`config.mk`:
```
export PLATFORM = sky130hd
export DESIGN_NAME = bios_watchdog_multi
export DESIGN_NICKNAME = d
export VERILOG_FILES = /design/src/rtl/bios_watchdog_multi.sv
export SDC_FILE = /design/constraint.sdc
export NUM_CORES = 1
export LEC_CHECK = 0
export ABC_AREA = 1
export ABC_CLOCK_PERIOD_IN_PS = 2200
export BUFFER_PORTS_ARGS = -buffer_cell sky130_fd_sc_hd__buf_2
export CAP_MARGIN = 40
export CORE_ASPECT_RATIO = 1.25
export CORE_UTILIZATION = 30
export CTS_CLUSTER_DIAMETER = 50
export DETAILED_ROUTE_END_ITERATION = 7
export PLACE_DENSITY_LB_ADDON = 0.05
export SKIP_CTS_REPAIR_TIMING = 1
export SLEW_MARGIN = 20
export SYNTH_ARGS = -nofsm -noshare
export SYNTH_HDL_FRONTEND = slang
export SYNTH_SLANG_ARGS = --single-unit
export TNS_END_PERCENT = 10
```
`constraint.sdc`:
```
create_clock -name LpcClock -period 2.2 [get_ports LpcClock]
set_input_delay 0.44 -clock LpcClock [delete_from_list [all_inputs] [get_ports LpcClock]]
set_output_delay 0.44 -clock LpcClock [all_outputs]
set_load 0.01 [all_outputs]
```
`src/rtl/bios_watchdog_multi.sv`:
```
// BIOS boot watchdog: per-kick and whole-boot timeouts with image swap on expiry
// and power-off lockout once the retry budget is spent.
module bios_watchdog_multi #(
  parameter int         KICK_TICKS  = 32,
  parameter int         BOOT_TICKS  = 512,
  parameter int         MAX_RETRY   = 2,
  parameter int         RST_PULSE   = 16,
  parameter logic [7:0] CMD_KICK    = 8'hAA,
  parameter logic [7:0] CMD_SUSPEND = 8'h55,
  parameter logic [7:0] CMD_DISABLE = 8'h29,
  parameter logic [7:0] CMD_DONE    = 8'hFF
) (
  input  logic       LpcClock,
  input  logic       MainReset,
  input  logic       BootStart,
  input  logic       Tick,
  input  logic       CmdValid,
  input  logic [7:0] CmdData,
  output logic       BiosFinished,
  output logic       WdReset,
  output logic       ForceSwap,
  output logic       BiosSel,
  output logic       BiosPowerOff,
  output logic [3:0] RetryCnt,
  output logic [2:0] WdState,
  output logic [1:0] DPx
);

  localparam int KW = $clog2(KICK_TICKS + 1);
  localparam int BW = $clog2(BOOT_TICKS + 1);
  localparam int PW = $clog2(RST_PULSE + 1);

  localparam logic [2:0] IDLE    = 3'd0;
  localparam logic [2:0] ARMED   = 3'd1;
  localparam logic [2:0] SUSPEND = 3'd2;
  localparam logic [2:0] NOBOOT  = 3'd3;
  localparam logic [2:0] DONE    = 3'd4;
  localparam logic [2:0] EXPIRED = 3'd5;
  localparam logic [2:0] LOCKOUT = 3'd6;

  logic [2:0]    state_r, state_s;
  logic [KW-1:0] kick_r, kick_s, kick_inc_s;
  logic [BW-1:0] boot_r, boot_s, boot_inc_s;
  logic [PW-1:0] pulse_r, pulse_s;
  logic [3:0]    retry_r, retry_s, retry_inc_s;
  logic          sel_r, sel_s, swap_r, swap_s, wd_r, wd_s, fin_r, fin_s;
  logic          off_r, off_s;
  logic [1:0]    dpx_r, dpx_s;
  logic          kick_cmd_s, susp_cmd_s, dis_cmd_s, done_cmd_s;

  assign kick_cmd_s  = CmdValid && (CmdData == CMD_KICK);
  assign susp_cmd_s  = CmdValid && (CmdData == CMD_SUSPEND);
  assign dis_cmd_s   = CmdValid && (CmdData == CMD_DISABLE);
  assign done_cmd_s  = CmdValid && (CmdData == CMD_DONE);
  // Counters saturate at their limit instead of wrapping.
  assign kick_inc_s  = (kick_r == KW'(KICK_TICKS)) ? kick_r : kick_r + KW'(1);
  assign boot_inc_s  = (boot_r == BW'(BOOT_TICKS)) ? boot_r : boot_r + BW'(1);
  assign retry_inc_s = (retry_r == 4'd15) ? retry_r : retry_r + 4'd1;

  // Next-state and next-output computation; every output is registered from these.
  always_comb begin
    state_s = state_r;
    kick_s  = kick_r;
    boot_s  = boot_r;
    pulse_s = pulse_r;
    retry_s = retry_r;
    sel_s   = sel_r;
    swap_s  = 1'b0;
    wd_s    = wd_r;
    fin_s   = fin_r;
    case (state_r)
      IDLE: begin
        if (BootStart) begin
          state_s = ARMED;
          kick_s  = '0;
          boot_s  = '0;
        end else begin
          state_s = IDLE;
        end
      end
      ARMED, SUSPEND: begin
        // A command that moves the FSM or clears the kick counter wins over a same-cycle expiry.
        if (kick_cmd_s) begin
          state_s = ARMED;
          kick_s  = '0;
          if (Tick) boot_s = boot_inc_s;
          else      boot_s = boot_r;
        end else if (susp_cmd_s && (state_r == ARMED)) begin
          state_s = SUSPEND;
          kick_s  = '0;
          if (Tick) boot_s = boot_inc_s;
          else      boot_s = boot_r;
        end else if (dis_cmd_s) begin
          state_s = NOBOOT;
        end else if (done_cmd_s) begin
          state_s = DONE;
          fin_s   = 1'b1;
          retry_s = 4'd0;
        end else if (Tick) begin
          boot_s = boot_inc_s;
          if (state_r == ARMED) kick_s = kick_inc_s;
          else                  kick_s = kick_r;
          if (((state_r == ARMED) && (kick_inc_s == KW'(KICK_TICKS))) ||
              (boot_inc_s == BW'(BOOT_TICKS))) begin
            state_s = EXPIRED;
            retry_s = retry_inc_s;
            if (retry_inc_s < 4'(MAX_RETRY)) begin
              swap_s  = 1'b1;
              sel_s   = ~sel_r;
              wd_s    = 1'b1;
              pulse_s = PW'(RST_PULSE - 1);
            end else begin
              wd_s = 1'b0;
            end
          end else begin
            state_s = state_r;
          end
        end else begin
          state_s = state_r;
        end
      end
      NOBOOT, DONE: begin
        if (BootStart) begin
          state_s = ARMED;
          kick_s  = '0;
          boot_s  = '0;
          fin_s   = 1'b0;
        end else if (done_cmd_s && (state_r == NOBOOT)) begin
          state_s = DONE;
          fin_s   = 1'b1;
          retry_s = 4'd0;
        end else begin
          state_s = state_r;
        end
      end
      EXPIRED: begin
        if (retry_r >= 4'(MAX_RETRY)) begin
          state_s = LOCKOUT;
        end else if (pulse_r == '0) begin
          state_s = IDLE;
          wd_s    = 1'b0;
        end else begin
          pulse_s = pulse_r - PW'(1);
        end
      end
      LOCKOUT: state_s = LOCKOUT;
      default: state_s = IDLE;
    endcase
    off_s = (state_s == LOCKOUT);
    dpx_s = {((state_s == ARMED) || (state_s == SUSPEND)) && (boot_s != '0),
             (state_s == ARMED) && (kick_s != '0)};
  end

  // State and output registers.
  always_ff @(posedge LpcClock or negedge MainReset) begin
    if (!MainReset) begin
      state_r <= IDLE;
      kick_r  <= '0;
      boot_r  <= '0;
      pulse_r <= '0;
      retry_r <= 4'd0;
      sel_r   <= 1'b0;
      swap_r  <= 1'b0;
      wd_r    <= 1'b0;
      fin_r   <= 1'b0;
      off_r   <= 1'b0;
      dpx_r   <= 2'b00;
    end else begin
      state_r <= state_s;
      kick_r  <= kick_s;
      boot_r  <= boot_s;
      pulse_r <= pulse_s;
      retry_r <= retry_s;
      sel_r   <= sel_s;
      swap_r  <= swap_s;
      wd_r    <= wd_s;
      fin_r   <= fin_s;
      off_r   <= off_s;
      dpx_r   <= dpx_s;
    end
  end

  assign WdState      = state_r;
  assign RetryCnt     = retry_r;
  assign BiosSel      = sel_r;
  assign ForceSwap    = swap_r;
  assign WdReset      = wd_r;
  assign BiosFinished = fin_r;
  assign BiosPowerOff = off_r;
  assign DPx          = dpx_r;

endmodule

```
==> qor.csv <==
stage,metric,value,unit
sta,Worst Tran Pin Value,0.694,ns
synthesis,Post-synth ARST share,100,%
synthesis,top_reg_cell synth,dfrtp_1,
synthesis,adder-cell share of the synthesized area,3.60,%
worst_setup_path,Critical Path Source Type,flip-flop,
synthesis,Simple-Gate Fraction of Synth Area,38.0,%
floorplanning,die width,88.1,um
clock_tree,Clock Tree Root,clkbuf_8,
synthesis,Post-synth EDFFs,0,
sta,"Setup violations, final",0,
hold_path,Hold Path Class,input port to asynchronous set/reset pin,
synthesis,Synth Register Bits,35,
synthesis,Yosys cell types,39,
floorplanning,starting density of the core,31.5,%
route,drt first pass iters,4,
synthesis,xor-xnor portion of the synthesized cell area,4.05,%
power,worst vdd ir,0.000456,V
final_layout,final std cells w/o fill,614,
clock_tree,clk_lat worst skew,0.29,ns
synthesis,Yosys Warn Count,0,
route,# DRC,0,
worst_setup_path,CP most frequent cell,nand2_2,
final_layout,Antenna Cells,0,
grt,vias in the first global route,2862,
synthesis,register area share after synthesis,31.5,%
grt,largest net degree at the start of global routing,36,
grt,grt met2 use,32.7,%
sta,Max transition margin,53.2,%
run_status,status,finished clean,
synthesis,syn avg cell area,6.59,um2
clock_tree,clock sinks,35,
place,post-DP HPWL,6250,um
grt,gr busiest metal,met2,
route,Vias/cell,4.62,
sta,Layout Skew,0.00867,ns
worst_setup_path,reg2reg setup slack,0.09,ns
grt,Congestion Overflow GR,0,
synthesis,Synth area leaders,"dfrtp_1, nand2_1, inv_1, nor2_1, o21ai_0",
synthesis,Syn Inst Count,422,
sta,Tcrit/Tclk final,95.8,%
synthesis,synthesized net count,443,
final_layout,layout cells sized above 1,27.3,%
power,Pleak,1.87,nW
worst_setup_path,worst-path maximum fanout,5,
clock_tree,CTS tree,yes,
worst_setup_path,crit-path cells,buf_4 > nand3_4 > nor2_4 > xor2_2 > buf_4 > nor3_2 > and3_1 > nand4_1 > nand2_2 > nand2_2 > nand2_4 > nand3_4 > nand2_2 > o21ai_2,
final_layout,fin util,40.7,%
sta,Final Max Slew Viols,0,
sta,TNS Setup,0,ns
route,routed vias,2835,
floorplanning,Die H,110,um
floorplanning,# rows,38,
worst_setup_path,WS Path Type,flip-flop to flip-flop,
worst_setup_path,crit end category,flip-flop,
final_layout,# nets final,514,
job,max capacitance violation total,0,
sta,RSZ-0062 raised after global routing,yes,
route,Post-Route WL,8110,um
grt,initial antenna violation count,0,
grt,first-pass GRT wire length,13400,um
place,placed insts,599,
place,port bufs,26,
floorplanning,Core Area,0.00884,mm2
sta,Final Hold Vio Count,0,
synthesis,Synth top cells by count,"nand2_1, inv_1, nor2_1, dfrtp_1, o21ai_0",
worst_setup_path,buffer and inverter count on the worst path,2,
route,Antenna Violating Nets Remaining,0,
worst_setup_path,"slowest stage cell, crit path",dfrtp_2,
clock_tree,CTS max path bufs,2,
route,DRT iter0 DRCs,100,
clock_tree,Max H-tree Level,2,
sta,crit path time final,2.11,ns
synthesis,post-synthesis compound-gate area fraction,11.7,%
synthesis,"count leader, synth",nand2_1,
sta,Hold WS,0.200,ns
synthesis,mux cell area share after synthesis,0,%
grt,met1 GRT Util,21.8,%
grt,GRT Total Usage,18.1,%
clock_tree,CTS Buf Count,5,
worst_setup_path,worst path required time,2.38,ns
worst_setup_path,slowest cell delay on critical path,0.43,ns
worst_setup_path,crit-path leading delay family,simple AND/OR/NAND/NOR gates,
synthesis,main combinational cell family by area after synthesis,simple AND/OR/NAND/NOR gates,
sta,Max Clk Rate,0.474,GHz
worst_setup_path,Critical Path AT,2.29,ns
synthesis,post-synth top area share,31.5,%
power,Cell Pwr Density,1370,mW/mm2
floorplanning,die area,0.00967,mm2
place,routability cong.,0.852,
floorplanning,# IOs,27,
grt,met3 usage,2.63,%
power,Total Power,4.92,mW
final_layout,Area Growth Syn to Fin,29.2,%
synthesis,largest area contributor in the netlist,dfrtp_1,
clock_tree,"CTS clk-pin slew, worst paths",0.08,ns
route,Avg WL per Cell,13.2,um
synthesis,synthesized area,0.00278,mm2
## routing by layer
| layer | vias to the layer above | wire [um] |
|---|---|---|
| met1 | 1303 | 3580 |
| met3 | 8 | 172 |
| li1 | 1488 | - |
| met5 | - | 0 |
| met2 | 36 | 4210 |
| met4 | 0 | 141 |
## through the flow
stage	instance area [um2]	setup WS (ns)
final	3600	0.0919
after detailed placement	3300	-0.0869
after global routing	3600	-0.0608
after global placement	3300	-0.104
after CTS	3390	-0.0208
after floorplan	2780	0.263
## kinds of logic (layout without fill, tap and decap cells)
family / count (synthesis) / count (layout)
and+or+nand+nor: 229 / 230
buffers and inverters: 80 / 151
AOI/OAI and AO/OA: 58 / 58
DFF: 35 / 35
xor gates and xnor gates: 12 / 12
adders and majority gates: 8 / 8
## state kept, by name (all words and copies together) (netlist names), 2 cells and up
register and count:
DPx 2, RetryCnt 4, WdState 3, boot_r 10, kick_r 6, pulse_r 5
## layout make-up
type                            count  area (um2)
Fill cell                         956        5250
Sequential cell                    35         881
Clock buffer                        5        68.8
Multi-Input combinational cell    308        1750
Clock inverter                      3        20.0
Inverter                           75         282
Tap cell                          120         150
Timing Repair Buffer               68         449
## placed cells by master (no fill, tap or decap), drive strengths merged, types with 5 or more instances in the layout
master / synthesis / layout
clkbuf: 0 / 5
nand4: 10 / 10
ha: 8 / 8
nand2: 112 / 112
nor2: 56 / 56
o21ai: 36 / 36
dfrtp: 35 / 35
nand3: 27 / 28
o22ai: 5 / 5
a21oi: 9 / 9
nor3: 15 / 15
xor2: 10 / 10
inv: 75 / 75
buf: 5 / 68
## report_power, final
part / internal, mW / switching (mW)
combinational: 1.32 / 1.89
clock: 0.221 / 0.269
sequential: 0.914 / 0.303
total: 2.46 / 2.46
## final timing paths
check,from,endpoint,cells past startpoint
min,MainReset,kick_r[1],2
max reg2reg,boot_r[1],pulse_r[4],14
max,boot_r[1],pulse_r[4],14
min reg2reg,BiosSel,BiosSel,1
min in group LpcClock,BiosSel,BiosSel,1
max in group asynchronous,MainReset,boot_r[1],2
Power figures use the tool's default switching activity.
